--- config.mk ---
export PLATFORM = sky130hd
export DESIGN_NAME = uart_rx_stream
export DESIGN_NICKNAME = d
export VERILOG_FILES = /design/src/rtl/uart_pkg.sv /design/src/rtl/uart_rx_fifo.sv /design/src/rtl/uart_rx_stream.sv
export SDC_FILE = /design/constraint.sdc
export NUM_CORES = 1
export LEC_CHECK = 0
export BUFFER_PORTS_ARGS = -buffer_cell sky130_fd_sc_hd__buf_2
export CORE_MARGIN = 4
export CORE_UTILIZATION = 50
export CTS_CLUSTER_DIAMETER = 150
export CTS_CLUSTER_SIZE = 8
export DETAILED_ROUTE_END_ITERATION = 7
export PLACE_DENSITY = 0.66
export SYNTH_ARGS = -nofsm -noshare
export SYNTH_HDL_FRONTEND = slang
export SYNTH_SLANG_ARGS = --single-unit
--- constraint.sdc ---
create_clock -name i_clk -period 6.3 [get_ports i_clk]
set_input_delay 1.26 -clock i_clk [delete_from_list [all_inputs] [get_ports i_clk]]
set_output_delay 1.26 -clock i_clk [all_outputs]
set_load 0.005 [all_outputs]
--- src/rtl/uart_pkg.sv ---
// Shared constants and FSM encoding for the UART receive stream.
// The PARITY state exists only when UART_RX_PARITY_EN is defined.
package uart_pkg;

  localparam int unsigned DataBits = 8;

  typedef enum logic [2:0] {
    StIdle     = 3'd0,
    StStart    = 3'd1,
    StData     = 3'd2,
`ifdef UART_RX_PARITY_EN
    StParity   = 3'd3,
`endif
    StStop     = 3'd4,
    StWaitIdle = 3'd5
  } uart_state_e;

endpackage

--- src/rtl/uart_rx_fifo.sv ---
// First-word-fall-through receive FIFO, depth 2**Aw, with an overrun flag for a
// push that finds the FIFO full and is not relieved by a same-cycle pop.
module uart_rx_fifo #(
  parameter int unsigned Width = 8,
  parameter int unsigned Aw    = 4
) (
  input  logic             clk_i,
  input  logic             rst_i,
  input  logic             push_i,
  input  logic [Width-1:0] wdata_i,
  input  logic             pop_i,
  output logic [Width-1:0] rdata_o,
  output logic             valid_o,
  output logic             overrun_o
);

  localparam int unsigned Depth = 1 << Aw;

  logic [Width-1:0] mem_q [Depth];
  logic [Aw-1:0]    wr_ptr_q, rd_ptr_q;
  logic [Aw:0]      count_q;
  logic             full, empty, do_push, do_pop;

  assign full    = (count_q == (Aw + 1)'(Depth));
  assign empty   = (count_q == '0);
  assign do_pop  = pop_i && !empty;
  // A pop frees the slot a full FIFO's write pointer aliases, so both may proceed.
  assign do_push = push_i && (!full || do_pop);

  assign overrun_o = push_i && full && !do_pop;
  assign valid_o   = !empty;
  assign rdata_o   = empty ? '0 : mem_q[rd_ptr_q];

  always_ff @(posedge clk_i) begin
    if (do_push) mem_q[wr_ptr_q] <= wdata_i;
  end

  always_ff @(posedge clk_i) begin
    if (rst_i) begin
      wr_ptr_q <= '0;
      rd_ptr_q <= '0;
      count_q  <= '0;
    end else begin
      if (do_push) wr_ptr_q <= wr_ptr_q + Aw'(1);
      if (do_pop)  rd_ptr_q <= rd_ptr_q + Aw'(1);
      if (do_push && !do_pop)      count_q <= count_q + (Aw + 1)'(1);
      else if (do_pop && !do_push) count_q <= count_q - (Aw + 1)'(1);
    end
  end

endmodule

--- src/rtl/uart_rx_stream.sv ---
// UART receiver (8N1, or 8E1 when UART_RX_PARITY_EN is defined) feeding a
// first-word-fall-through byte FIFO with valid/ready output.
module uart_rx_stream
  import uart_pkg::*;
#(
  parameter int unsigned CLKS_PER_BIT = 16,
  parameter int unsigned FIFO_AW      = 4
) (
  input  logic       i_clk,
  input  logic       i_rst,
  input  logic       i_uart_rx,
  output logic [7:0] o_data,
  output logic       o_valid,
  input  logic       i_ready,
  output logic       o_frame_err,
  output logic       o_overrun,
  output logic       o_parity_err
);

  localparam int unsigned CntW    = $clog2(CLKS_PER_BIT);
  localparam int unsigned BitCntW = $clog2(DataBits);
  localparam logic [CntW-1:0]    FullLoad = CntW'(CLKS_PER_BIT - 1);
  localparam logic [CntW-1:0]    HalfLoad = CntW'(CLKS_PER_BIT / 2 - 1);
  localparam logic [BitCntW-1:0] LastBit  = BitCntW'(DataBits - 1);

  uart_state_e         state_q, state_d;
  logic [CntW-1:0]     cnt_q, cnt_d;
  logic [BitCntW-1:0]  bit_q, bit_d;
  logic [DataBits-1:0] shift_q, shift_d;
  logic                rx_meta_q, rx_sync_q, rx_prev_q;
  logic                frame_err_q, frame_err_d;
  logic                overrun_q, fifo_overrun;
  logic                push, expire;

`ifdef UART_RX_PARITY_EN
  logic par_q, par_d;
  logic parity_err_q, parity_err_d;
`endif

  assign expire = (cnt_q == '0);

  always_comb begin
    state_d     = state_q;
    cnt_d       = cnt_q;
    bit_d       = bit_q;
    shift_d     = shift_q;
    push        = 1'b0;
    frame_err_d = 1'b0;
`ifdef UART_RX_PARITY_EN
    par_d        = par_q;
    parity_err_d = 1'b0;
`endif
    unique case (state_q)
      StIdle: begin
        if (rx_prev_q && !rx_sync_q) begin
          state_d = StStart;
          cnt_d   = HalfLoad;
        end
      end
      StStart: begin
        if (!expire) begin
          cnt_d = cnt_q - CntW'(1);
        end else if (!rx_sync_q) begin
          state_d = StData;
          cnt_d   = FullLoad;
          bit_d   = '0;
        end else begin
          state_d = StIdle;
        end
      end
      StData: begin
        if (!expire) begin
          cnt_d = cnt_q - CntW'(1);
        end else begin
          shift_d = {rx_sync_q, shift_q[DataBits-1:1]};
          cnt_d   = FullLoad;
          bit_d   = bit_q + BitCntW'(1);
          if (bit_q == LastBit) begin
`ifdef UART_RX_PARITY_EN
            state_d = StParity;
`else
            state_d = StStop;
`endif
          end
        end
      end
`ifdef UART_RX_PARITY_EN
      StParity: begin
        if (!expire) begin
          cnt_d = cnt_q - CntW'(1);
        end else begin
          par_d   = rx_sync_q;
          cnt_d   = FullLoad;
          state_d = StStop;
        end
      end
`endif
      StStop: begin
        if (!expire) begin
          cnt_d = cnt_q - CntW'(1);
        end else if (!rx_sync_q) begin
          // A bad stop bit outranks a parity mismatch.
          frame_err_d = 1'b1;
          state_d     = StWaitIdle;
        end else begin
          state_d = StIdle;
`ifdef UART_RX_PARITY_EN
          if (par_q != ^shift_q) parity_err_d = 1'b1;
          else                   push         = 1'b1;
`else
          push = 1'b1;
`endif
        end
      end
      StWaitIdle: begin
        if (rx_sync_q) state_d = StIdle;
      end
      default: state_d = StIdle;
    endcase
  end

  always_ff @(posedge i_clk) begin
    if (i_rst) begin
      state_q     <= StIdle;
      cnt_q       <= '0;
      bit_q       <= '0;
      shift_q     <= '0;
      rx_meta_q   <= 1'b1;
      rx_sync_q   <= 1'b1;
      rx_prev_q   <= 1'b1;
      frame_err_q <= 1'b0;
      overrun_q   <= 1'b0;
    end else begin
      state_q     <= state_d;
      cnt_q       <= cnt_d;
      bit_q       <= bit_d;
      shift_q     <= shift_d;
      rx_meta_q   <= i_uart_rx;
      rx_sync_q   <= rx_meta_q;
      rx_prev_q   <= rx_sync_q;
      frame_err_q <= frame_err_d;
      overrun_q   <= fifo_overrun;
    end
  end

`ifdef UART_RX_PARITY_EN
  always_ff @(posedge i_clk) begin
    if (i_rst) begin
      par_q        <= 1'b0;
      parity_err_q <= 1'b0;
    end else begin
      par_q        <= par_d;
      parity_err_q <= parity_err_d;
    end
  end
  assign o_parity_err = parity_err_q;
`else
  assign o_parity_err = 1'b0;
`endif

  assign o_frame_err = frame_err_q;
  assign o_overrun   = overrun_q;

  uart_rx_fifo #(
    .Width (DataBits),
    .Aw    (FIFO_AW)
  ) u_fifo (
    .clk_i     (i_clk),
    .rst_i     (i_rst),
    .push_i    (push),
    .wdata_i   (shift_q),
    .pop_i     (o_valid && i_ready),
    .rdata_o   (o_data),
    .valid_o   (o_valid),
    .overrun_o (fifo_overrun)
  );

endmodule

==> impl_metrics.sql, run 1 <==
INSERT INTO impl_metrics (metric_group, metric, value, unit) VALUES
('routing', 'final_antenna_net_count', '0', ''),
('sta', 'worst-slew-pin-transition', '1.11', 'ns'),
('critical_path', 'critical_path_class', 'register to output pin', ''),
('global_routing', 'groute.layer.met2.usage', '0.264', ''),
('synth', 'synth_top_family_by_area', 'multiplexers', ''),
('global_routing', 'globalRouteOverflowTotal', '0', ''),
('global_routing', 'grt_pass1_wl', '19800', 'um'),
('critical_path', 'ff2ff_path_depth', '10', ''),
('synth', 'synth_async_reset_ratio', '0', ''),
('global_routing', 'grt_start_max_net_pins', '38', ''),
('sta', 'timing_hold_violations_final', '0', ''),
('synth', 'fraction_of_the_mapped_netlist_area_in_compound_gates', '0.0426', ''),
('hold_path', 'timing.hold.worst_path_depth', '1', ''),
('critical_path', 'cp_data_arrival_time', '2.49', 'ns'),
('clock_tree', 'post_cts_hold_buffer_count', '0', ''),
('synth', 'synth_nets', '454', ''),
('hold_path', 'min_to', 'rx_sync_q', ''),
('sta', 'timing.setup.tns', '0', 'ns'),
('outcome', 'run_status', 'complete, no violations', ''),
('synth', 'synth_area_in_adders', '0.0269', ''),
('floorplan', 'die_extent_in_x', '124', 'um'),
('layout', 'layout-area-overhead-vs-synth', '11.4', '%'),
('global_routing', 'grt_most_used_layer', 'met2', ''),
('routing', 'route.detailed.drc', '0', ''),
('sta', 'finalCritPeriodShare', '0.595', ''),
('placement', 'port_buffers', '14', ''),
('critical_path', 'endpoint_kind', 'output pin', ''),
('synth', 'synth_sequential_area_ratio', '0.685', ''),
('synth', 'synth_flop_cell', 'sky130_fd_sc_hd__edfxtp_1', ''),
('floorplan', 'start_util', '0.512', ''),
('synth', 'synthesis.instances', '436', ''),
('critical_path', 'crit_reg_reg_startpoint', 'u_fifo.count_q[0]', ''),
('layout', 'postLayoutCellArea', '7560', 'sq um'),
('routing', 'dr_total_vias', '3587', ''),
('floorplan', 'core.rowCount', '42', ''),
('sta', 'report.final.slew_viol_count', '0', ''),
('synth', 'synth-edff-count', '128', ''),
('sta', 'grt_setup_unrepaired', 'false', ''),
('clock_tree', 'htreeDepth', '4', ''),
('sta', 'whs', '0.415', 'ns'),
('clock_tree', 'worst_case_clock_buffer_depth', '2', ''),
('clock_tree', 'cts_repair_resize_count', '0', ''),
('floorplan', 'die_height', '124', 'um'),
('critical_path', 'r2r_setup_slack', '2.88', 'ns'),
('synth', 'synth_area_in_xor_xnor', '0.0116', ''),
('power', 'powerDensity', '350', 'nW/um^2'),
('hold_path', 'min-delay-path-class', 'register to register', ''),
('sta', 'relSlewSlack', '0.261', ''),
('placement', 'dpl_cell_area', '7020', 'sq um'),
('clock_tree', 'cts_setup_buffers', '0', ''),
('critical_path', 'crit-reg2reg-capture', 'u_fifo.count_q[4]', ''),
('power', 'power.leakage', '2.50', 'nW'),
('routing', 'avgViaCountPerCell', '5.60', ''),
('floorplan', 'area_of_the_die', '15500', 'sq um'),
('clock_tree', 'cts-buffers-inserted', '17', ''),
('routing', 'initialDrtViolationCount', '362', ''),
('synth', 'synth.avg_cell_area', '15.6', 'sq um'),
('clock_tree', 'clock_tree.root_cell', 'sky130_fd_sc_hd__clkbuf_16', ''),
('clock_tree', 'cts_tree', 'yes', ''),
('synth', 'muxShareOfSynthArea', '0.134', ''),
('sta', 'timing.fmax', '267', 'MHz'),
('critical_path', 'worstSetupStartpointType', 'register', ''),
('global_routing', 'grt_util_all_layers', '0.169', ''),
('sta', 'setup_viol', '0', ''),
('hold_path', 'min_from', 'rx_meta_q', ''),
('sta', 'clock-skew-final', '0.00774', 'ns'),
('routing', 'wl', '12300', 'um'),
('critical_path', 'timing.critical_path.fanout_max', '8', ''),
('clock_tree', 'cts.sinks', '168', ''),
('synth', 'distinct_cell_type_count_after_synthesis', '43', ''),
('global_routing', 'grt_use_met3', '0.0360', '');
## how the worst max path moves through the flow
| stage | start | endpoint | slack [ns] |
|---|---|---|---|
| detailed placement | i_ready | u_fifo.count_q[4] | 2.61 |
| CTS | register | o_data[4] | 2.54 |
| finish | u_fifo.count_q[0] | o_data[7] | 2.55 |
| floorplan | i_ready | u_fifo.count_q[4] | 2.93 |
| global placement | i_ready | u_fifo.count_q[4] | 2.70 |
| global route | u_fifo.count_q[0] | o_data[4] | 2.35 |
## worst max-delay path, cell delays in order (launching register included)
cell	delay, ns
sky130_fd_sc_hd__dfxtp_1	0.34
sky130_fd_sc_hd__nor4_1	0.72
sky130_fd_sc_hd__nand2b_1	0.38
sky130_fd_sc_hd__nand2b_1	0.35
sky130_fd_sc_hd__o22ai_1	0.14
sky130_fd_sc_hd__buf_2	0.15
## stage by stage
stage	util	worst slack, ns	instances
floorplan	-	2.93	436
global placement	0.530	2.70	609
detailed placement	0.530	2.61	609
CTS	0.571	2.54	641
global route	0.571	2.35	641
finish	0.571	2.55	641
## per-layer routing
| metal | wire (um) | up-vias |
|---|---|---|
| li1 | - | 1692 |
| met1 | 5670 | 1796 |
| met2 | 5990 | 85 |
| met3 | 485 | 14 |
| met4 | 184 | 0 |
| met5 | 0 | - |
## registers in the layout, summed over array words and instances (netlist names), named ones only
signal / count
o_frame_err: 1
u_fifo.mem_q: 128
rx_meta_q: 1
shift_q: 8
bit_q: 3
u_fifo.count_q: 5
u_fifo.wr_ptr_q: 4
cnt_q: 4
state_q: 3
u_fifo.rd_ptr_q: 4
o_overrun: 1
rx_sync_q: 1
rx_prev_q: 1
## cell families (layout without fill, tap and decap cells)
group | count (synthesis) | after routing
simple gates | 115 | 115
xor+xnor | 9 | 9
buf+inv | 32 | 61
fa+ha+maj | 14 | 14
other cells | 1 | 1
compound gates | 46 | 46
mux | 51 | 51
flops | 168 | 168
## power by group
part / leakage, nW / switching [W] / total [W] / internal, W
clock: 0.270 / 0.000380 / 0.000930 / 0.000551
combinational: 0.715 / 0.000259 / 0.000494 / 0.000235
sequential: 1.51 / 0.0000221 / 0.00122 / 0.00120
total: 2.50 / 0.000660 / 0.00265 / 0.00199
## final cells by class
class | count | area, sq um
Sequential cell | 168 | 4650
Clock inverter | 4 | 20.0
Tap cell | 176 | 220
Clock buffer | 28 | 512
Fill cell | 1083 | 5690
Timing Repair Buffer | 20 | 115
Inverter | 9 | 33.8
Multi-Input combinational cell | 236 | 2010
## cells in the final DEF, fill, tap and decap left out, types with 3 or more instances in the layout
cell	instances
sky130_fd_sc_hd__inv_1	9
sky130_fd_sc_hd__dfxtp_1	39
sky130_fd_sc_hd__nor3_1	6
sky130_fd_sc_hd__or2_2	3
sky130_fd_sc_hd__nor4_1	4
sky130_fd_sc_hd__nor2_1	42
sky130_fd_sc_hd__nand2_1	30
sky130_fd_sc_hd__o22ai_1	8
sky130_fd_sc_hd__nand3_1	6
sky130_fd_sc_hd__a211oi_1	3
sky130_fd_sc_hd__a21oi_1	23
sky130_fd_sc_hd__mux2i_1	18
sky130_fd_sc_hd__clkbuf_1	5
sky130_fd_sc_hd__buf_2	14
sky130_fd_sc_hd__buf_4	6
sky130_fd_sc_hd__mux4_2	32
sky130_fd_sc_hd__clkbuf_16	18
sky130_fd_sc_hd__edfxtp_1	128
sky130_fd_sc_hd__nand2b_1	6
sky130_fd_sc_hd__nor3b_1	5
sky130_fd_sc_hd__ha_1	13
sky130_fd_sc_hd__clkinv_2	4
sky130_fd_sc_hd__a21o_1	3
sky130_fd_sc_hd__xnor2_1	3
sky130_fd_sc_hd__o21ai_0	4
sky130_fd_sc_hd__xor2_1	6
sky130_fd_sc_hd__clkbuf_2	3
## cell usage after synthesis (2+ instances only)
cell | instances | area share
sky130_fd_sc_hd__a211oi_1 | 3 | 0.0033
sky130_fd_sc_hd__a21o_1 | 3 | 0.0033
sky130_fd_sc_hd__a21oi_1 | 23 | 0.017
sky130_fd_sc_hd__a22oi_1 | 2 | 0.0022
sky130_fd_sc_hd__buf_1 | 2 | 0.0011
sky130_fd_sc_hd__buf_2 | 4 | 0.0030
sky130_fd_sc_hd__clkbuf_1 | 16 | 0.0089
sky130_fd_sc_hd__dfxtp_1 | 40 | 0.12
sky130_fd_sc_hd__edfxtp_1 | 128 | 0.57
sky130_fd_sc_hd__ha_1 | 13 | 0.024
sky130_fd_sc_hd__inv_1 | 9 | 0.0050
sky130_fd_sc_hd__mux2i_1 | 18 | 0.027
sky130_fd_sc_hd__mux4_2 | 32 | 0.11
sky130_fd_sc_hd__nand2_1 | 30 | 0.017
sky130_fd_sc_hd__nand2b_1 | 6 | 0.0055
sky130_fd_sc_hd__nand3_1 | 6 | 0.0044
sky130_fd_sc_hd__nor2_1 | 42 | 0.023
sky130_fd_sc_hd__nor2b_1 | 2 | 0.0018
sky130_fd_sc_hd__nor3_1 | 6 | 0.0044
sky130_fd_sc_hd__nor3b_1 | 5 | 0.0055
sky130_fd_sc_hd__nor4_1 | 4 | 0.0037
sky130_fd_sc_hd__o21ai_0 | 4 | 0.0030
sky130_fd_sc_hd__o22ai_1 | 8 | 0.0074
sky130_fd_sc_hd__or2_2 | 3 | 0.0028
sky130_fd_sc_hd__or3_1 | 2 | 0.0018
sky130_fd_sc_hd__xnor2_1 | 3 | 0.0039
sky130_fd_sc_hd__xor2_1 | 6 | 0.0077
(Power assumes the default switching activity.)
==> inputs of run 2 (changes only) <==
Settings changed: ABC_AREA set to 1.
Clock period 6.3 ns to 3.6 ns, I/O delays scaled along.
==> impl_metrics.sql, run 2 <==
INSERT INTO impl_metrics (metric_group, metric, value, unit) VALUES
('routing', 'final_antenna_net_count', '0', ''),
('layout', 'total_area_of_multi_input_combinational_cells', '2270', 'sq um'),
('routing', 'maxUsedRoutingLayer', 'met4', ''),
('sta', 'finalCritPeriodShare', '0.854', ''),
('routing', 'routed-wl-met2', '7770', 'um'),
('layout', 'mostFrequentLayoutCells', '216 x sky130_fd_sc_hd__nand2_1, 128 x sky130_fd_sc_hd__edfxtp_1, 112 x sky130_fd_sc_hd__nand3_1', ''),
('layout', 'mostFrequentLayoutCell', 'sky130_fd_sc_hd__nand2_1', ''),
('critical_path', 'highest_delay_cell_along_the_critical_path', 'sky130_fd_sc_hd__inv_1', ''),
('routing', 'avgViaCountPerCell', '5.49', ''),
('global_routing', 'grt_pass1_vias', '4911', ''),
('sta', 'report.final.slew_viol_count', '0', ''),
('synth', 'synth_async_reset_ratio', '0', ''),
('sta', 'whs', '0.413', 'ns'),
('sta', 'setup_viol', '0', ''),
('critical_path', 'worstSetupStartpointType', 'register', ''),
('sta', 'clock-skew-final', '0.00835', 'ns'),
('routing', 'initialDrtViolationCount', '433', ''),
('clock_tree', 'cts_setup_buffers', '0', ''),
('floorplan', 'start_util', '0.517', ''),
('hold_path', 'min-delay-path-class', 'register to register', ''),
('layout', 'register_area', '4650', 'sq um'),
('layout', 'nFillCells', '1202', ''),
('power', 'power.leakage', '3.21', 'nW'),
('synth', 'synth-edff-count', '128', ''),
('layout', 'max_flop_register', 'u_fifo.mem_q', ''),
('clock_tree', 'clk_transition_reported_paths', '0.06', 'ns'),
('synth', 'synth_top_area_cell', 'sky130_fd_sc_hd__edfxtp_1', ''),
('synth', 'yosys_warnings', '0', ''),
('critical_path', 'timing.critical_path.fanout_max', '32', ''),
('power', 'total_power', '0.00562', 'W'),
('routing', 'dr_wl_met3', '872', 'um'),
('placement', 'port_buffers', '14', ''),
('critical_path', 'crit_required', '2.88', 'ns'),
('sta', 'timing.setup.tns', '0', 'ns'),
('sta', 'timing_hold_violations_final', '0', ''),
('routing', 'route.detailed.drc', '0', ''),
('routing', 'wirelength_met1', '7260', 'um'),
('routing', 'dr_total_vias', '5086', ''),
('sta', 'timing.fmax', '325', 'MHz'),
('sta', 'relSlewSlack', '0.223', ''),
('clock_tree', 'post_cts_hold_buffer_count', '0', ''),
('synth', 'netlist.area_leader.share', '0.528', ''),
('floorplan', 'fp.coreArea', '14100', 'sq um'),
('global_routing', 'grt_util_all_layers', '0.204', ''),
('synth', 'synth_sequential_area_ratio', '0.638', ''),
('global_routing', 'antenna_found_initial', '0', ''),
('synth', 'synth_flop_cell', 'sky130_fd_sc_hd__edfxtp_1', ''),
('synth', 'post_synth_instance_area', '7280', 'sq um'),
('layout', 'finalCoreUtilization', '0.571', ''),
('synth', 'yosysMostFrequentCell', 'sky130_fd_sc_hd__nand2_1', ''),
('routing', 'wire_per_inst', '17.4', 'um'),
('clock_tree', 'worst_case_clock_buffer_depth', '2', ''),
('critical_path', 'critical_path_class', 'register to output pin', ''),
('critical_path', 'endpoint_kind', 'output pin', ''),
('layout', 'biggestRegsByFlops', 'u_fifo.mem_q (128), shift_q (8), u_fifo.count_q (5)', ''),
('floorplan', 'die_height', '129', 'um'),
('layout', 'layout-area-overhead-vs-synth', '10.5', '%'),
('floorplan', 'die_extent_in_x', '129', 'um'),
('placement', 'place.gp.congestion', '0.845', ''),
('global_routing', 'globalRouteOverflowTotal', '0', ''),
('synth', 'synth.avg_cell_area', '10.1', 'sq um'),
('sta', 'grt_setup_unrepaired', 'false', ''),
('clock_tree', 'htreeDepth', '4', ''),
('global_routing', 'grt_pass1_wl', '25800', 'um'),
('layout', 'max_ffs_per_register', '128', ''),
('floorplan', 'area_of_the_die', '16600', 'sq um'),
('synth', 'synthesis.instances', '718', ''),
('clock_tree', 'worst_skew_pair.late_latency', '0.42', 'ns'),
('global_routing', 'grt_start_max_net_pins', '65', ''),
('power', 'powerDensity', '699', 'nW/um^2'),
('clock_tree', 'cts-buffers-inserted', '17', ''),
('layout', 'final_net_count', '752', ''),
('outcome', 'run_status', 'complete, no violations', ''),
('critical_path', 'worstPathCellList', 'inv_1 -> nand3_1 -> nand3_1 -> nand2_1 -> nand2_1 -> a21oi_1 -> buf_2', ''),
('sta', 'worst-slew-pin-transition', '1.16', 'ns'),
('clock_tree', 'cts_repair_resize_count', '0', ''),
('clock_tree', 'cts.sinks', '168', ''),
('placement', 'dpl.hpwl', '9960', 'um'),
('synth', 'synth_top_cells_by_area', 'sky130_fd_sc_hd__edfxtp_1 53%, sky130_fd_sc_hd__nand2_1 11%, sky130_fd_sc_hd__dfxtp_1 11%, sky130_fd_sc_hd__nand3_1 7.7%, sky130_fd_sc_hd__nor2_1 2.5%', ''),
('synth', 'yosys_register_bits', '168', ''),
('clock_tree', 'clock_tree.root_cell', 'sky130_fd_sc_hd__clkbuf_16', ''),
('layout', 'post_route_cells_drive_above_1_share', '0.110', ''),
('sta', 'period_needed', '3.07', 'ns'),
('synth', 'synthTopCellsByCount', '216 x sky130_fd_sc_hd__nand2_1, 128 x sky130_fd_sc_hd__edfxtp_1, 112 x sky130_fd_sc_hd__nand3_1', ''),
('routing', 'wl', '16200', 'um'),
('layout', 'finish.cell_count_without_fillers', '927', ''),
('critical_path', 'cp_data_arrival_time', '2.35', 'ns'),
('power', 'worst_ir_drop_vdd', '478', 'uV'),
('routing', 'detail_route.first_pass.iterations', '5', ''),
('run', 'maxcap_viol_count', '0', ''),
('floorplan', 'design.portCount', '16', ''),
('synth', 'distinct_cell_type_count_after_synthesis', '33', ''),
('clock_tree', 'cts_tree', 'yes', ''),
('critical_path', 'crit_path_max_incr_delay', '0.83', 'ns'),
('placement', 'dp_cells', '895', ''),
('synth', 'synth_nets', '736', ''),
('floorplan', 'core.rowCount', '43', ''),
('layout', 'ant_diodes', '0', '');
==> run 2: worst max-delay path: cells and delay by family (launching register included) <==
family                 cells  cell delay, ns
buffers and inverters      2            0.97
AND/OR/NAND/NOR            4            0.57
flip-flops                 1            0.31
AO/OA/AOI/OAI              1            0.07
==> run 2: path summary, 6_finish.rpt <==
check	from	to	slack [ns]	cells after the start
worst min register to register	rx_meta_q	rx_sync_q	0.41	1
worst min-delay path	rx_meta_q	rx_sync_q	0.41	1
worst max-delay path	register	o_data[1]	0.53	7
worst max register to register	cnt_q[0]	u_fifo.count_q[3]	1.15	14
==> run 2: routing by layer <==
metal  up-vias  track usage
li1       2469            -
met1      2436        0.271
met2       162        0.331
met3        19       0.0477
met4         0       0.0673
met5         -            0
==> run 2: logic make-up (layout without fill, tap and decap cells) <==
family,Yosys count,in the layout,share of synthesized area
other,1,1,0.000515
and+or+nand+nor,407,407,0.243
AOI/OAI and AO/OA,52,52,0.0381
buffers and inverters,71,100,0.0498
DFF,168,168,0.638
adders and majority gates,14,14,0.0251
xor gates and xnor gates,5,5,0.00601
==> run 2: area by class of cell <==
type	count	share of cell area
Clock buffer	18	0.0534
Clock inverter	14	0.0162
Inverter	40	0.0188
Multi-Input combinational cell	479	0.283
Sequential cell	168	0.578
Tap cell	180	0.0280
Timing Repair Buffer	28	0.0233
==> run 2: report_power, final <==
group          total [W]  switching, W  internal, W
registers        0.00225     0.0000849      0.00216
clock network    0.00173      0.000722      0.00101
logic            0.00164       0.00110     0.000541
==> run 2: stage by stage <==
stage               setup slack (ns)  area, sq um
floorplan                       1.27         7280
global placement                1.04         7480
detailed placement              1.00         7480
CTS                            0.554         8040
global route                   0.333         8040
finish                         0.526         8040
